$ cat config.mk
export PLATFORM = sky130hd
export DESIGN_NAME = input_channel_controller
export DESIGN_NICKNAME = d
export VERILOG_FILES = /design/src/rtl/noc_pkg.sv /design/src/rtl/flit_fifo.sv /design/src/rtl/input_channel_controller.sv
export SDC_FILE = /design/constraint.sdc
export NUM_CORES = 1
export LEC_CHECK = 0
export CAP_MARGIN = 15
export CORE_MARGIN = 2
export CORE_UTILIZATION = 47
export CTS_CLUSTER_DIAMETER = 80
export DETAILED_ROUTE_END_ITERATION = 12
export PLACE_DENSITY = 0.83
export SLEW_MARGIN = 10
export SYNTH_ARGS = -nofsm -noshare
export SYNTH_HDL_FRONTEND = slang
export SYNTH_SLANG_ARGS = --single-unit
$ cat constraint.sdc
create_clock -name clk -period 2.66 [get_ports clk]
set_input_delay 0.399 -clock clk [delete_from_list [all_inputs] [get_ports clk]]
set_output_delay 0.399 -clock clk [all_outputs]
set_load 0.01 [all_outputs]
$ cat src/rtl/noc_pkg.sv
// noc_pkg: channel IDs, flit type codes and header field positions shared by the router blocks
package noc_pkg;
  localparam logic [2:0] LOCAL = 3'b000;
  localparam logic [2:0] NORTH = 3'b001;
  localparam logic [2:0] SOUTH = 3'b010;
  localparam logic [2:0] EAST  = 3'b011;
  localparam logic [2:0] WEST  = 3'b100;
  localparam logic [1:0] FT_BODY   = 2'b00;
  localparam logic [1:0] FT_HEAD   = 2'b01;
  localparam logic [1:0] FT_TAIL   = 2'b10;
  localparam logic [1:0] FT_SINGLE = 2'b11;
  // field MSB positions measured down from FLIT_W
  localparam int TYPE_MSB_OFS = 1;
  localparam int X_MSB_OFS    = 3;
  localparam int Y_MSB_OFS    = 5;
  typedef enum logic [1:0] {IDLE, ROUTE, ACTIVE} icc_state_e;
  function automatic logic is_head(input logic [1:0] t);
    return t[0];
  endfunction
  function automatic logic is_tail(input logic [1:0] t);
    return t[1];
  endfunction
endpackage

$ cat src/rtl/flit_fifo.sv
// flit_fifo: DEPTH x W circular flit buffer with occupancy count and sync reset
module flit_fifo #(
  parameter int W     = 16,
  parameter int DEPTH = 4
) (
  input  logic         clk,
  input  logic         rst,
  input  logic         push,
  input  logic [W-1:0] din,
  input  logic         pop,
  output logic [W-1:0] front,
  output logic         full,
  output logic         empty
);
  localparam int AW = $clog2(DEPTH);
  logic [W-1:0] mem_q [DEPTH];
  logic [AW-1:0] wr_q, wr_d, rd_q, rd_d;
  logic [AW:0] cnt_q, cnt_d;
  always_comb begin
    wr_d  = wr_q + AW'(push);
    rd_d  = rd_q + AW'(pop);
    cnt_d = cnt_q + (AW+1)'(push) - (AW+1)'(pop);
  end
  always_ff @(posedge clk) begin
    if (rst) begin
      wr_q  <= '0;
      rd_q  <= '0;
      cnt_q <= '0;
    end else begin
      wr_q  <= wr_d;
      rd_q  <= rd_d;
      cnt_q <= cnt_d;
    end
  end
  always_ff @(posedge clk) begin
    if (push) mem_q[wr_q] <= din;
  end
  assign front = mem_q[rd_q];
  assign full  = cnt_q == (AW+1)'(DEPTH);
  assign empty = cnt_q == '0;
endmodule

$ cat src/rtl/input_channel_controller.sv
// input_channel_controller: buffers input flits, latches the head route and forwards
// one flit per switch-allocator grant until the tail of the wormhole packet
module input_channel_controller
  import noc_pkg::*;
#(
  parameter int FLIT_W = 16,
  parameter int DEPTH  = 4
) (
  input  logic              clk,
  input  logic              rst,
  input  logic [FLIT_W-1:0] in_flit,
  input  logic              in_valid,
  output logic              in_ready,
  output logic [1:0]        x_d,
  output logic [1:0]        y_d,
  input  logic [2:0]        rout_id,
  output logic              sa_req,
  output logic [2:0]        sa_port,
  input  logic              sa_grant,
  output logic [FLIT_W-1:0] out_flit,
  output logic              out_valid,
  output logic              err_drop
);
  icc_state_e state_q, state_d;
  logic [1:0] xdst_q, xdst_d, ydst_q, ydst_d;
  logic [2:0] port_q, port_d;
  logic push, pop, full, empty;
  logic [FLIT_W-1:0] front;
  logic [1:0] ftype;
  flit_fifo #(.W(FLIT_W), .DEPTH(DEPTH)) u_fifo (
    .clk  (clk),
    .rst  (rst),
    .push (push),
    .din  (in_flit),
    .pop  (pop),
    .front(front),
    .full (full),
    .empty(empty)
  );
  assign ftype    = front[FLIT_W-TYPE_MSB_OFS -: 2];
  assign in_ready = !full && !rst;
  assign push     = in_valid && in_ready;
  assign out_flit = front;
  assign x_d      = xdst_q;
  assign y_d      = ydst_q;
  assign sa_port  = port_q;
  always_ff @(posedge clk) begin
    if (rst) begin
      state_q <= IDLE;
      xdst_q  <= '0;
      ydst_q  <= '0;
      port_q  <= '0;
    end else begin
      state_q <= state_d;
      xdst_q  <= xdst_d;
      ydst_q  <= ydst_d;
      port_q  <= port_d;
    end
  end
  always_comb begin
    state_d = state_q;
    xdst_d  = xdst_q;
    ydst_d  = ydst_q;
    port_d  = port_q;
    unique case (state_q)
      IDLE: if (!empty && is_head(ftype)) begin
        state_d = ROUTE;
        xdst_d  = front[FLIT_W-X_MSB_OFS -: 2];
        ydst_d  = front[FLIT_W-Y_MSB_OFS -: 2];
      end
      ROUTE: begin
        state_d = ACTIVE;
        port_d  = rout_id;
      end
      ACTIVE: state_d = (out_valid && is_tail(ftype)) ? IDLE : ACTIVE;
      default: state_d = IDLE;
    endcase
  end
  // a head inside a packet is just forwarded; only IDLE discards non-head flits
  always_comb begin
    sa_req    = state_q == ACTIVE && !empty && !rst;
    out_valid = sa_req && sa_grant;
    err_drop  = state_q == IDLE && !empty && !is_head(ftype) && !rst;
    pop       = out_valid || err_drop;
  end
endmodule

==> results.ini, run 1 <==
[yosys]
syn_avg_cell_area_sq_um=18.9
ys_seq_area_share_pct=72.4
synth_top_area_share_pct=62.0
synth_ff_type=edfxtp_1
yosys-top-cells-count=64 x edfxtp_1, 16 x dfxtp_1, 12 x mux4_2, 9 x nand2b_1, 8 x nor2_1
yosysWarnings=0
postSynthNetCount=192
synth.largest_area_cell=edfxtp_1
synth_edf_count=64
synth_xor_area_share_pct=1.41
yosys_register_bits=80
synth_area_sq_um=3100
synth_compound_area_share_pct=0.969
synth_top_family_by_area=multiplexers
synth-async-reset-ratio_pct=0
ys_types=26
synth_area_leaders=edfxtp_1 62%, dfxtp_1 10%, mux4_2 8.7%
synth.area.mux_share_pct=14.4
synth_fa_ha_area_share_pct=2.26
synth_simple_gate_area_share_pct=6.66
synth_most_common_cell=edfxtp_1
syn_inst=164

[min_path]
hold_class=reg2reg

[grt]
grt-ovfl-total=0
grt_start_max_net_pins=23
busiest_layer=met2
grt_use_met3_pct=4.18
use_met2_pct=27.0
grt_pass1_wl_mm=8.84
use_met1_pct=21.0
grtUsageTotal_pct=16.6
antenna_found_initial=0
grt_pass1_vias=1777

[detailed_routing]
wl_mm=5.45
post_drt_via_cell_ratio=5.34
drc=0
drtAntennaViolNets=0
vias=1665
first_pass_iters=4
post_drt_wl_per_cell_um=17.5
drtIter0Drc=74

[die]
fp.dieArea_sq_um=7260
core_area_sq_um=6350
num_io_pins=50
die_h_um=85.2
die_w_um=85.2
start_util_pct=48.8
rows=29

[critical_path]
r2r_slack_ns=0.16
cp_slowest_stage_delay_ns=0.65
endpoint_kind=output port
arrival_ns=2.16
crit_end=out_flit[15]
critPathSlowestCell=mux4_1
crit_type=reg2out
r2r-end=u_fifo.cnt_q[2]
critPathMaxFanout=16
r2r-start=u_fifo.rd_q[0]
start_kind=flop
r2r_cells=10
crit_required_ns=2.26
path_cells=buf_6 -> mux4_1 -> clkdlybuf4s50_1
setup.worst_path.start=u_fifo.rd_q[0]

[cts]
tritoncts=done
post_cts_buffers=0
clk_pin_slew_ns=0.08
h-tree-depth=3
cts_hold_buffers=0
cts_buffers=9
clock_path_buffers=2
clock-sinks=80
cts_root_buf=clkbuf_8
clk_latency_ns=0.35

[sta]
layout_min_cycle_time_ns=2.56
hold_slack_ns=0.484
fmax_mhz=391
finalCritPeriodShare_pct=96.2
rsz0062_at_grt=no
clock_skew_ns=0.00772
drv_slew=0
worst-slew-pin-transition_ns=0.410
final_hold_viol_count=0
setup_violations=0
setup_tns_ns=0
max-slew-margin-rel_pct=72.5

[place]
numPlacedInstances=296
place_congestion=0.799
port_buffers=49
hpwl_mm=3.54

[layout]
n_fill_cell=446
finalNonFillerCells=312
nNetsFinal=258
diodes=0
multiInputGateArea_sq_um=818
final_util_pct=63.0
seq_area_sq_um=2240
syn2layout_area_growth_pct=29.0
drive_gt1_share_pct=19.6

[pwr]
power.density_nw_per_um2=843
power.leakage_nw=1.39
vdd_drop_max_v=0.000588

[outcome]
outcome=finished clean

[flow_run]
maxCapViolCount=0

metal layers:
metal	part of all wire [%]	up-vias
met5	0	-
met4	2.0	0
met3	5.2	10
met2	49	55
met1	43	831
li1	-	769
layout by cell type, fill, tap and decap left out, types with 3 or more instances in the layout:
| cell type | instances |
|---|---|
| buf_4 | 12 |
| clkbuf_8 | 9 |
| clkdlybuf4s50_1 | 49 |
| dfxtp_1 | 16 |
| edfxtp_1 | 64 |
| ha_1 | 4 |
| inv_1 | 6 |
| mux2i_1 | 7 |
| mux4_1 | 4 |
| mux4_2 | 12 |
| nand2b_1 | 9 |
| nor2_1 | 8 |
| nor2b_1 | 4 |
| nor3_1 | 3 |
| xnor2_1 | 4 |
where the power goes:
group,switching (mW),internal (mW)
Sequential,0.0744,1.45
Clock,0.460,0.541
Combinational,0.349,0.491
Total,0.883,2.49
per-stage QoR:
step	power [mW]	instance area, sq um	setup slack (ns)
floorplan	2.03	3100	0.146
global placement	2.37	3760	0.0772
detailed placement	2.38	3760	0.0241
CTS	3.39	3990	0.0567
global route	3.54	4000	0.0168
finish	3.37	4000	0.101
cell families (layout without fill, tap and decap cells):
logic type | count (synthesis) | count (layout)
simple gates | 34 | 34
mux | 23 | 23
flops | 80 | 80
xor+xnor | 5 | 5
buf+inv | 13 | 84
fa+ha+maj | 5 | 5
compound gates | 4 | 4
sequential cells by signal, summed over array words and instances (netlist names):
signal	count
u_fifo.mem_q	64
sa_port	3
u_fifo.cnt_q	3
state_q	2
u_fifo.rd_q	2
u_fifo.wr_q	2
x_d	2
y_d	2
how the worst min path moves through the flow:
stage | startpoint | slack [ns] | depth (start not counted) | endpoint
2_1_floorplan | x_d[0] | 0.49 | 2 | x_d[0]
5_1_grt | x_d[1] | 0.52 | 2 | x_d[1]
6_report | x_d[1] | 0.48 | 2 | x_d[1]
3_5_place_dp | x_d[0] | 0.46 | 2 | x_d[0]
3_3_place_gp | x_d[1] | 0.46 | 2 | x_d[1]
4_1_cts | x_d[0] | 0.48 | 2 | x_d[0]
area by class of cell:
type                            instances  area share (%)
Clock buffer                            9            3.10
Multi-Input combinational cell         71            20.5
Inverter                                6           0.563
Clock inverter                          7            2.57
Timing Repair Buffer                   62            14.8
Sequential cell                        80            56.1
Tap cell                               77            2.41
repair_timing:
item / 4_1_cts / 5_1_grt
setup endpoints to repair: 1 / 1
pin swaps: 0 / 0
resized for setup: 1 / 1
critical path: cells and delay by family (launching register included):
kind                   cells  cell delay (ns)
DFF                        1             0.38
muxes                      1             0.65
buffers and inverters      2             0.77
No activity file was read; power rests on OpenSTA's default activity.
==> inputs of run 2 (changes only) <==
--- a/config.mk
+++ b/config.mk
@@ -6,11 +6,12 @@
 export NUM_CORES = 1
 export LEC_CHECK = 0
 export CAP_MARGIN = 15
-export CORE_MARGIN = 2
-export CORE_UTILIZATION = 47
+export CORE_UTILIZATION = 49
+export CTS_BUF_LIST = sky130_fd_sc_hd__clkbuf_8
 export CTS_CLUSTER_DIAMETER = 80
 export DETAILED_ROUTE_END_ITERATION = 12
-export PLACE_DENSITY = 0.83
+export DONT_BUFFER_PORTS = 1
+export PLACE_DENSITY = 0.75
 export SLEW_MARGIN = 10
 export SYNTH_ARGS = -nofsm -noshare
 export SYNTH_HDL_FRONTEND = slang
==> run 2 against run 1 <==
Power down 9.4%. Clock power down 5%. Global-route usage down 0.74 points. Clock skew up 0.0012 ns. Non-clock buffer count down 55. Worst hold slack worse by 0.37 ns. Fmax up 2.8%. Sequential share of layout area up 9.1 points. Highest routed layer unchanged. Worst setup slack better by 0.070 ns. Die area down 8.4%. Flip-flop and latch count unchanged.
==> results.ini, run 2 (synthesis results as in run 1) <==
[grt]
grt_start_max_net_pins=24  ; +4.3%
grt-ovfl-total=0  ; unchanged
antenna_found_initial=0  ; unchanged
grtUsageTotal_pct=15.9  ; -0.74 points
grt_pass1_wl_mm=7.27  ; -18%
grt_pass1_vias=1548  ; -13%

[critical_path]
start_kind=flop
crit_required_ns=2.90  ; +0.64 ns
r2r_cells=10  ; unchanged
path_cells=nor3_1 -> or3_1 -> nor2_2 -> ha_1 -> inv_1 -> ha_1 -> fa_1 -> xnor2_1 -> xnor2_1 -> nor2_1
arrival_ns=2.73  ; +0.57 ns
r2r-start=u_fifo.cnt_q[1]
setup.worst_path.start=u_fifo.cnt_q[1]
critPathMaxFanout=4  ; -12
critPathSlowestCell=nor3_1
r2r-end=u_fifo.cnt_q[2]
crit_end=u_fifo.cnt_q[2]
cp_slowest_stage_delay_ns=0.46  ; -0.19 ns
endpoint_kind=flop
crit_type=reg2reg
r2r_slack_ns=0.17  ; about the same

[sta]
setup_violations=0  ; unchanged
rsz0062_at_grt=no
clock_skew_ns=0.00888  ; +0.00116 ns
drv_slew=0  ; unchanged
max-slew-margin-rel_pct=57.3  ; -15 points
final_hold_viol_count=0  ; unchanged
finalCritPeriodShare_pct=93.6  ; -2.6 points
worst-slew-pin-transition_ns=0.637  ; +0.226 ns
layout_min_cycle_time_ns=2.49  ; -0.0696 ns
setup_tns_ns=0  ; unchanged
fmax_mhz=402  ; +2.8%

[detailed_routing]
first_pass_iters=4  ; unchanged
drc=0  ; unchanged
post_drt_via_cell_ratio=5.59  ; +4.7%
drtAntennaViolNets=0  ; unchanged
wl_mm=4.73  ; -13%
post_drt_wl_per_cell_um=18.6  ; +6.4%
drtIter0Drc=84  ; +14%
vias=1425  ; -14%

[layout]
largest_register_ff_count=64  ; unchanged
nNetsFinal=203  ; -21%
drive_gt1_share_pct=22.2  ; +2.6 points
layout_common_cells=64 x edfxtp_1, 15 x dfxtp_1, 12 x mux4_2, 9 x nand2b_1, 9 x clkbuf_8
syn2layout_area_growth_pct=11.1
final_util_pct=57.1  ; -5.8 points
diodes=0  ; unchanged
n_fill_cell=466  ; +4.5%
regMostFlops=u_fifo.mem_q
layout_commonest_cell=edfxtp_1

[cts]
clk_latency_ns=0.34  ; about the same
h-tree-depth=3  ; unchanged
cts_hold_buffers=0  ; unchanged
clk_pin_slew_ns=0.08  ; about the same
cts_root_buf=clkbuf_8
clock_path_buffers=2  ; unchanged
cts_buffers=9  ; unchanged
post_cts_buffers=0  ; unchanged
clock-sinks=80  ; unchanged
tritoncts=done

[place]
port_buffers=0  ; -100%
place_congestion=0.666  ; -17%
hpwl_mm=3.11  ; -12%

[min_path]
hold_class=in2reg

[die]
num_io_pins=50  ; unchanged
start_util_pct=51.4  ; +2.6 points
rows=28  ; -3.4%
die_h_um=81.5  ; -4.3%
core_area_sq_um=6030  ; -5.1%
fp.dieArea_sq_um=6640  ; -8.4%
die_w_um=81.5  ; -4.3%

[outcome]
outcome=finished clean

[pwr]
power.density_nw_per_um2=886  ; +5.2%
vdd_drop_max_v=0.000557  ; -5.4%
power.leakage_nw=1.16  ; -17%

[flow_run]
maxCapViolCount=0  ; unchanged

## run 2: cell types whose count changed in the layout (fill, tap and decap cells not counted), sizes merged
cell           before  now
buf                13    7
clkinvlp            0    1
clkinv              2    1
clkdlybuf4s50      49    0
## run 2: cell type report
type / count / area (sq um) / share of cell area (%)
clock buffer: 9 / 124 / 3.60
clock inverter: 7 / 93.8 / 2.73
inverter: 6 / 22.5 / 0.654
multi-input combinational: 71 / 813 / 23.6
sequential: 80 / 2240 / 65.2
tap: 75 / 93.8 / 2.73
timing repair buffer: 7 / 52.6 / 1.53
## run 2: what timing repair did
action,in CTS,in global routing
hold endpoints to repair,0,0
endpoints found under the setup margin,0,1
gates resized for setup,0,2
## run 2: per-stage QoR
stage | cells | power (mW) | worst slack (ns) | hold WS, ns | instance area, sq um
floorplan | 164 | 2.03 | 0.146 | 0.493 | 3100
global placement | 239 | 2.10 | 0.223 | 0.474 | 3220
detailed placement | 239 | 2.13 | 0.139 | 0.476 | 3220
CTS | 255 | 3.08 | 0.131 | 0.0979 | 3440
global route | 255 | 3.20 | 0.0180 | 0.0955 | 3440
finish | 255 | 3.05 | 0.170 | 0.116 | 3440
## run 2: metal layers
layer / vias up / track usage [%] / routed length [um]
met1: 707 / 16.1 / 1860
met5: - / 0 / 0
li1: 653 / - / -
met4: 0 / 5.36 / 34
met3: 5 / 9.44 / 500
met2: 60 / 26.8 / 2340
## run 2: worst min-delay path by stage
stage           start  cells after the start  slack, ns         endpoint
6_report          rst                      1       0.12   u_fifo.rd_q[0]
5_1_grt           rst                      1        0.1   u_fifo.rd_q[0]
4_1_cts           rst                      1        0.1   u_fifo.wr_q[1]
3_5_place_dp      rst                      1       0.48   u_fifo.wr_q[0]
3_3_place_gp      rst                      1       0.47  u_fifo.cnt_q[2]
2_1_floorplan  x_d[0]                      2       0.49           x_d[0]
## run 2: worst max-delay path: cells and delay by family, from the launching register on
family / cells / cell delay [ns]
adders and majority gates: 3 / 0.85
and+or+nand+nor: 4 / 0.82
DFF: 1 / 0.35
xor gates and xnor gates: 2 / 0.32
buffers and inverters: 1 / 0.04
## run 2: where the power goes
group          internal, mW  switching [mW]  total, mW
registers              1.46          0.0824       1.54
clock network         0.530           0.424      0.953
logic                 0.271           0.290      0.561
